## src/rtl/mem_stage_ctrl.sv

```systemverilog
// rtl/mem_stage_ctrl.sv - MEM-stage load/store sequencer with req/ack data memory handshake
module mem_stage_ctrl #(
  parameter int TIMEOUT = 15
) (
  input  logic        i_clk,
  input  logic        i_reset,
  input  logic        i_exmem_valid,
  input  logic        i_exmem_memread,
  input  logic        i_exmem_memwrite,
  input  logic [2:0]  i_exmem_funct3,
  input  logic [63:0] i_exmem_addr,
  input  logic [63:0] i_exmem_wdata,
  output logic        o_dmem_req,
  output logic        o_dmem_we,
  output logic [1:0]  o_dmem_size,
  output logic [63:0] o_dmem_addr,
  output logic [63:0] o_dmem_wdata,
  input  logic        i_dmem_ack,
  input  logic        i_dmem_err,
  input  logic [63:0] i_dmem_rdata,
  output logic [63:0] o_read_data,
  output logic        o_pipe_stall,
  output logic        o_memwb_bubble,
  output logic        o_mem_fault,
  output logic [63:0] o_fault_addr
);

  typedef enum logic [1:0] {S_IDLE, S_BUSY, S_DONE} state_t;

  // Last BUSY cycle before the access is abandoned as timed out.
  localparam logic [7:0] L_CNT_LAST = 8'(TIMEOUT - 1);

  state_t      r_state;
  state_t      w_state_nxt;
  logic [7:0]  r_cnt;
  logic [2:0]  r_funct3;
  logic        r_is_load;
  logic        r_req;
  logic        r_we;
  logic [1:0]  r_size;
  logic [63:0] r_addr;
  logic [63:0] r_wdata;
  logic [63:0] r_read_data;
  logic        r_fault;
  logic [63:0] r_fault_addr;

  logic        w_access;
  logic        w_ack_ok;
  logic        w_fail;
  logic        w_stall;
  logic [63:0] w_ext;

  assign w_access = i_exmem_valid & (i_exmem_memread | i_exmem_memwrite);
  assign w_ack_ok = i_dmem_ack & ~i_dmem_err;
  // An ack on the last allowed cycle still completes normally; only a missing ack times out.
  assign w_fail   = (i_dmem_ack & i_dmem_err) | (~i_dmem_ack & (r_cnt == L_CNT_LAST));

  // State register.
  always_ff @(posedge i_clk) begin
    if (i_reset) r_state <= S_IDLE;
    else         r_state <= w_state_nxt;
  end

  // Next-state and stall/bubble decode; stall is masked during reset.
  always_comb begin
    w_state_nxt = r_state;
    w_stall     = 1'b0;
    case (r_state)
      S_IDLE: begin
        if (w_access) begin
          w_stall     = 1'b1;
          w_state_nxt = S_BUSY;
        end
      end
      S_BUSY: begin
        w_stall = 1'b1;
        if (w_ack_ok || w_fail) w_state_nxt = S_DONE;
      end
      S_DONE:  w_state_nxt = S_IDLE;
      default: w_state_nxt = S_IDLE;
    endcase
    if (i_reset) w_stall = 1'b0;
  end

  // Size/sign extension of the right-aligned read data, selected by the latched funct3.
  always_comb begin
    w_ext = i_dmem_rdata;
    case (r_funct3)
      3'b000:  w_ext = {{56{i_dmem_rdata[7]}},  i_dmem_rdata[7:0]};
      3'b001:  w_ext = {{48{i_dmem_rdata[15]}}, i_dmem_rdata[15:0]};
      3'b010:  w_ext = {{32{i_dmem_rdata[31]}}, i_dmem_rdata[31:0]};
      3'b100:  w_ext = {56'd0, i_dmem_rdata[7:0]};
      3'b101:  w_ext = {48'd0, i_dmem_rdata[15:0]};
      3'b110:  w_ext = {32'd0, i_dmem_rdata[31:0]};
      default: w_ext = i_dmem_rdata;
    endcase
  end

  // Request launch, completion capture and fault reporting.
  always_ff @(posedge i_clk) begin
    if (i_reset) begin
      r_cnt        <= 8'd0;
      r_funct3     <= 3'd0;
      r_is_load    <= 1'b0;
      r_req        <= 1'b0;
      r_we         <= 1'b0;
      r_size       <= 2'd0;
      r_addr       <= 64'd0;
      r_wdata      <= 64'd0;
      r_read_data  <= 64'd0;
      r_fault      <= 1'b0;
      r_fault_addr <= 64'd0;
    end else begin
      case (r_state)
        S_IDLE: begin
          if (w_access) begin
            r_addr    <= i_exmem_addr;
            r_wdata   <= i_exmem_wdata;
            r_size    <= i_exmem_funct3[1:0];
            r_funct3  <= i_exmem_funct3;
            r_is_load <= i_exmem_memread;
            r_we      <= ~i_exmem_memread;
            r_req     <= 1'b1;
            r_cnt     <= 8'd0;
          end
        end
        S_BUSY: begin
          r_cnt <= r_cnt + 8'd1;
          if (w_ack_ok) begin
            if (r_is_load) r_read_data <= w_ext;
            r_req <= 1'b0;
          end else if (w_fail) begin
            r_read_data  <= 64'd0;
            r_fault      <= 1'b1;
            r_fault_addr <= r_addr;
            r_req        <= 1'b0;
          end
        end
        S_DONE:  r_fault <= 1'b0;
        default: r_fault <= 1'b0;
      endcase
    end
  end

  assign o_dmem_req     = r_req;
  assign o_dmem_we      = r_we;
  assign o_dmem_size    = r_size;
  assign o_dmem_addr    = r_addr;
  assign o_dmem_wdata   = r_wdata;
  assign o_read_data    = r_read_data;
  assign o_pipe_stall   = w_stall;
  assign o_memwb_bubble = w_stall;
  assign o_mem_fault    = r_fault;
  assign o_fault_addr   = r_fault_addr;

endmodule

```

## config.mk

```make
export PLATFORM = sky130hd
export DESIGN_NAME = mem_stage_ctrl
export DESIGN_NICKNAME = d
export VERILOG_FILES = /design/src/rtl/mem_stage_ctrl.sv
export SDC_FILE = /design/constraint.sdc
export NUM_CORES = 1
export LEC_CHECK = 0
export CORE_ASPECT_RATIO = 0.5
export CORE_MARGIN = 2
export CORE_UTILIZATION = 44
export CTS_CLUSTER_SIZE = 28
export DETAILED_ROUTE_END_ITERATION = 10
export MAX_ROUTING_LAYER = met4
export PLACE_DENSITY = 0.81
export SYNTH_ARGS = -nofsm -noshare
export SYNTH_HDL_FRONTEND = slang
export SYNTH_SLANG_ARGS = --single-unit
```

## constraint.sdc

```tcl
create_clock -name i_clk -period 2.05 [get_ports i_clk]
set_clock_uncertainty 0.15 [all_clocks]
set_input_delay 0.41 -clock i_clk [delete_from_list [all_inputs] [get_ports i_clk]]
set_output_delay 0.41 -clock i_clk [all_outputs]
set_load 0.01 [all_outputs]
```

==> results.sh, run 1 <==
export IMPL_relSlewSlack=0.5775
export IMPL_hold_violations=0
export IMPL_swShare=0.2584
export IMPL_first_pass_iters=5
export IMPL_core_region_area_um2=25500
export IMPL_drt_wl_total_um=40130
export IMPL_ys_flop_type="dfxtp_1"
export IMPL_io_buffers=464
export IMPL_period_share=0.9935
export IMPL_power_clock_fraction=0.390
export IMPL_max_freq_mhz=491.0
export IMPL_final_layout_size_suffix_gt1_frac=0.08683
export IMPL_cts_buffers=25
export IMPL_power_density_nw_per_um2=688.5
export IMPL_synthTopCellsByArea="dfxtp_1 (47%), nand2_1 (11%), a21oi_1 (7.0%)"
export IMPL_async_flop_share=0
export IMPL_syn2layout_area_growth_pct=53.31
export IMPL_clk_pin_slew_ns=0.07
export IMPL_start_util=0.4529
export IMPL_syn_area_um2=11550
export IMPL_min_path_type="primary input to flop"
export IMPL_post_drt_wl_per_cell_um=19.05
export IMPL_nNetsFinal=1949
export IMPL_insertion_delay_ns=0.55
export IMPL_ios=465
export IMPL_netlist_instances=1319
export IMPL_final_cells=2107
export IMPL_grt_ovfl_total=0
export IMPL_slew_viol_final=0
export IMPL_grt_pass1_wl_um=62180
export IMPL_drtIter0Drc=657
export IMPL_ys_ff_latch=273
export IMPL_syn_avg_cell_area_um2=8.755
export IMPL_vias=11630
export IMPL_dp_cells=2058
export IMPL_grt_usage=0.2861
export IMPL_cts_buffer_depth=3
export IMPL_period_minus_slack_ns=2.037
export IMPL_status="complete, no violations"
export IMPL_drtAntennaViolNets=0
export IMPL_p_seq_frac=0.462
export IMPL_crit_family="buffers and inverters"
export IMPL_slowest_stage="clkdlybuf4s50_1"
export IMPL_cap_violations=0
export IMPL_cts_htree_levels=1
export IMPL_ys_warn_count=0
export IMPL_clockRootBuffer="clkbuf_16"
export IMPL_clock_sinks=273
export IMPL_routed_via_density=5.518
export IMPL_slowest_delay_ns=0.59
export IMPL_cp_num_buf_inv=1
export IMPL_antenna_found_initial=1
export IMPL_internal_power_mw=9.039
export IMPL_holdWs_ns=0.1571
export IMPL_hold_depth=4
export IMPL_die_y_um=118.6
export IMPL_ys_seq_area_frac=0.4733
export IMPL_yosys_area_top_type="dfxtp_1"
export IMPL_drcViolationCount=0
export IMPL_combPwrFrac=0.148
export IMPL_crit_cells=1
export IMPL_critPathLaunchType="flop"
export IMPL_synthesis_nets=1523
export IMPL_worst_ep_required_time_ns=1.49
export IMPL_synth_distinct_cells=45
export IMPL_p_leak_nw=8.778
export IMPL_worst_slew_pin_slew_ns=0.6337
export IMPL_arrival_ns=1.48
export IMPL_place_gp_congestion=0.9109
export IMPL_rr_worst_depth=6
export IMPL_switchingPower_mw=3.149
export IMPL_hold_buffers=0
export IMPL_die_area_um2=27630
export IMPL_grt_pass1_vias=11430
export IMPL_ir_drop_mv=0.5168
export IMPL_path_max_fanout=3
export IMPL_setup_violations=0
export IMPL_end_kind="primary output"
export IMPL_cts_tree="yes"
export IMPL_crit_chain="clkdlybuf4s50_1"
export IMPL_path_class="flop to primary output"
export IMPL_grt_max_degree=113
export IMPL_die_x_um=233.1
export IMPL_grt_setup_unrepaired="yes"
export IMPL_synth_top_area_frac=0.4733
export IMPL_rows=41
export IMPL_synth_edff_count=0
export IMPL_dp_hpwl_um=28400
[cell type report]
class	count	area (µm²)
timing repair buffer	524	5421
fill	1900	7792
clock inverter	10	116.4
multi-input combinational	916	5553
antenna	1	2.502
clock buffer	34	689.4
tap	344	430.4
sequential	273	5470
inverter	5	20.02
[metal layers]
metal	track usage	up-vias	part of all wire
li1	-	5491	-
met4	0.1047	0	0.038
met5	-	-	0
met2	0.4870	363	0.51
met3	0.04488	110	0.045
met1	0.3422	5662	0.41
[layout by cell type, fill, tap and decap left out, types with 25 or more instances in the layout]
master / netlist / layout
o2bb2ai_2: 30 / 30
dlygate4sd2_1: 0 / 70
mux2i_1: 65 / 65
clkbuf_16: 0 / 25
nor3b_1: 64 / 64
buf_4: 4 / 41
dfxtp_1: 273 / 269
nand2_1: 334 / 334
and3_1: 64 / 64
dlymetal6s2s_1: 0 / 69
clkdlybuf4s50_1: 0 / 322
a21oi_1: 161 / 161
nor2_1: 39 / 39
a32oi_1: 64 / 64
[power by group through the flow]
stage	Clock (mW)	Combinational [mW]	Sequential (mW)
after detailed placement	0	1.82	5.75
after floorplan	0	0.641	5.81
final	4.75	1.81	5.63
after global placement	0	1.78	5.74
after global routing	5.07	1.93	5.65
after CTS	4.84	1.80	5.63
[kinds of logic after synthesis]
group                    synth area share
adder cells (fa/ha/maj)          0.002167
multiplexers                      0.05634
AO/OA/AOI/OAI                      0.2014
buffers and inverters             0.05168
XOR/XNOR                        0.0007586
AND/OR/NAND/NOR                    0.2143
flip-flops                         0.4733
[registers in the layout (all words and copies together) (netlist names)]
name and cells:
o_fault_addr 64, r_funct3 3, o_mem_fault 1, r_cnt 8, r_is_load 1, o_read_data 64, o_dmem_wdata 64, o_dmem_addr 64
r_state 2, o_dmem_req 1, o_dmem_we 1
[synth_stat cells, drive strengths merged (2+ instances only)]
cell type and n:
or4 2, mux2i 65, or3 2, dfxtp 273, o21a 11, nor3b 64, nand3 2, o2bb2ai 47
o21ai 20, nor2 39, nor3 7, a32oi 64, buf 53, nand2b 2, and3 64, clkbuf 72
ha 2, o211a 2, a22o 9, nor4 2, nand2 334, a21o 2, a21oi 161, nand4 2
inv 5, o311ai 2
[path summary, 6_finish.rpt]
path                                  from                           end  slack, ns
min reg2reg   o_dmem_wdata[0]$_SDFFE_PP0P_  o_dmem_wdata[0]$_SDFFE_PP0P_       0.30
max reg2reg          r_cnt[4]$_SDFFE_PP0P_  o_read_data[56]$_SDFFE_PP0P_       0.09
max          o_fault_addr[11]$_SDFFE_PP0P_              o_fault_addr[11]       0.01
min                                i_reset       r_state[0]$_SDFFE_PP0P_       0.16
[metrics by stage]
stage | setup slack, ns | total power [mW] | utilization | setup TNS (ns) | area, µm²
floorplan | 0.003727 | 6.451 | - | 0 | 11550
global placement | -0.5281 | 7.519 | 0.6571 | -42.68 | 16750
detailed placement | -0.4924 | 7.569 | 0.6571 | -47.53 | 16750
CTS | 0.0001784 | 12.27 | 0.6857 | 0 | 17480
global route | -0.02422 | 12.65 | 0.6944 | -0.05482 | 17700
finish | 0.01328 | 12.19 | 0.6944 | 0 | 17700
[timing repair]
item / CTS / global route
gates resized for setup: 82 / 75
setup buffers: 1 / 3
pin swaps: 2 / 2
setup endpoints to repair: 93 / 110
(Power assumes the default switching activity.)
==> run 2, diff against run 1 <==
Settings changed: CAP_MARGIN set to 0.
==> results of run 2 <==
Same layout as run 1: the final DEF is identical, and so are final timing and power.
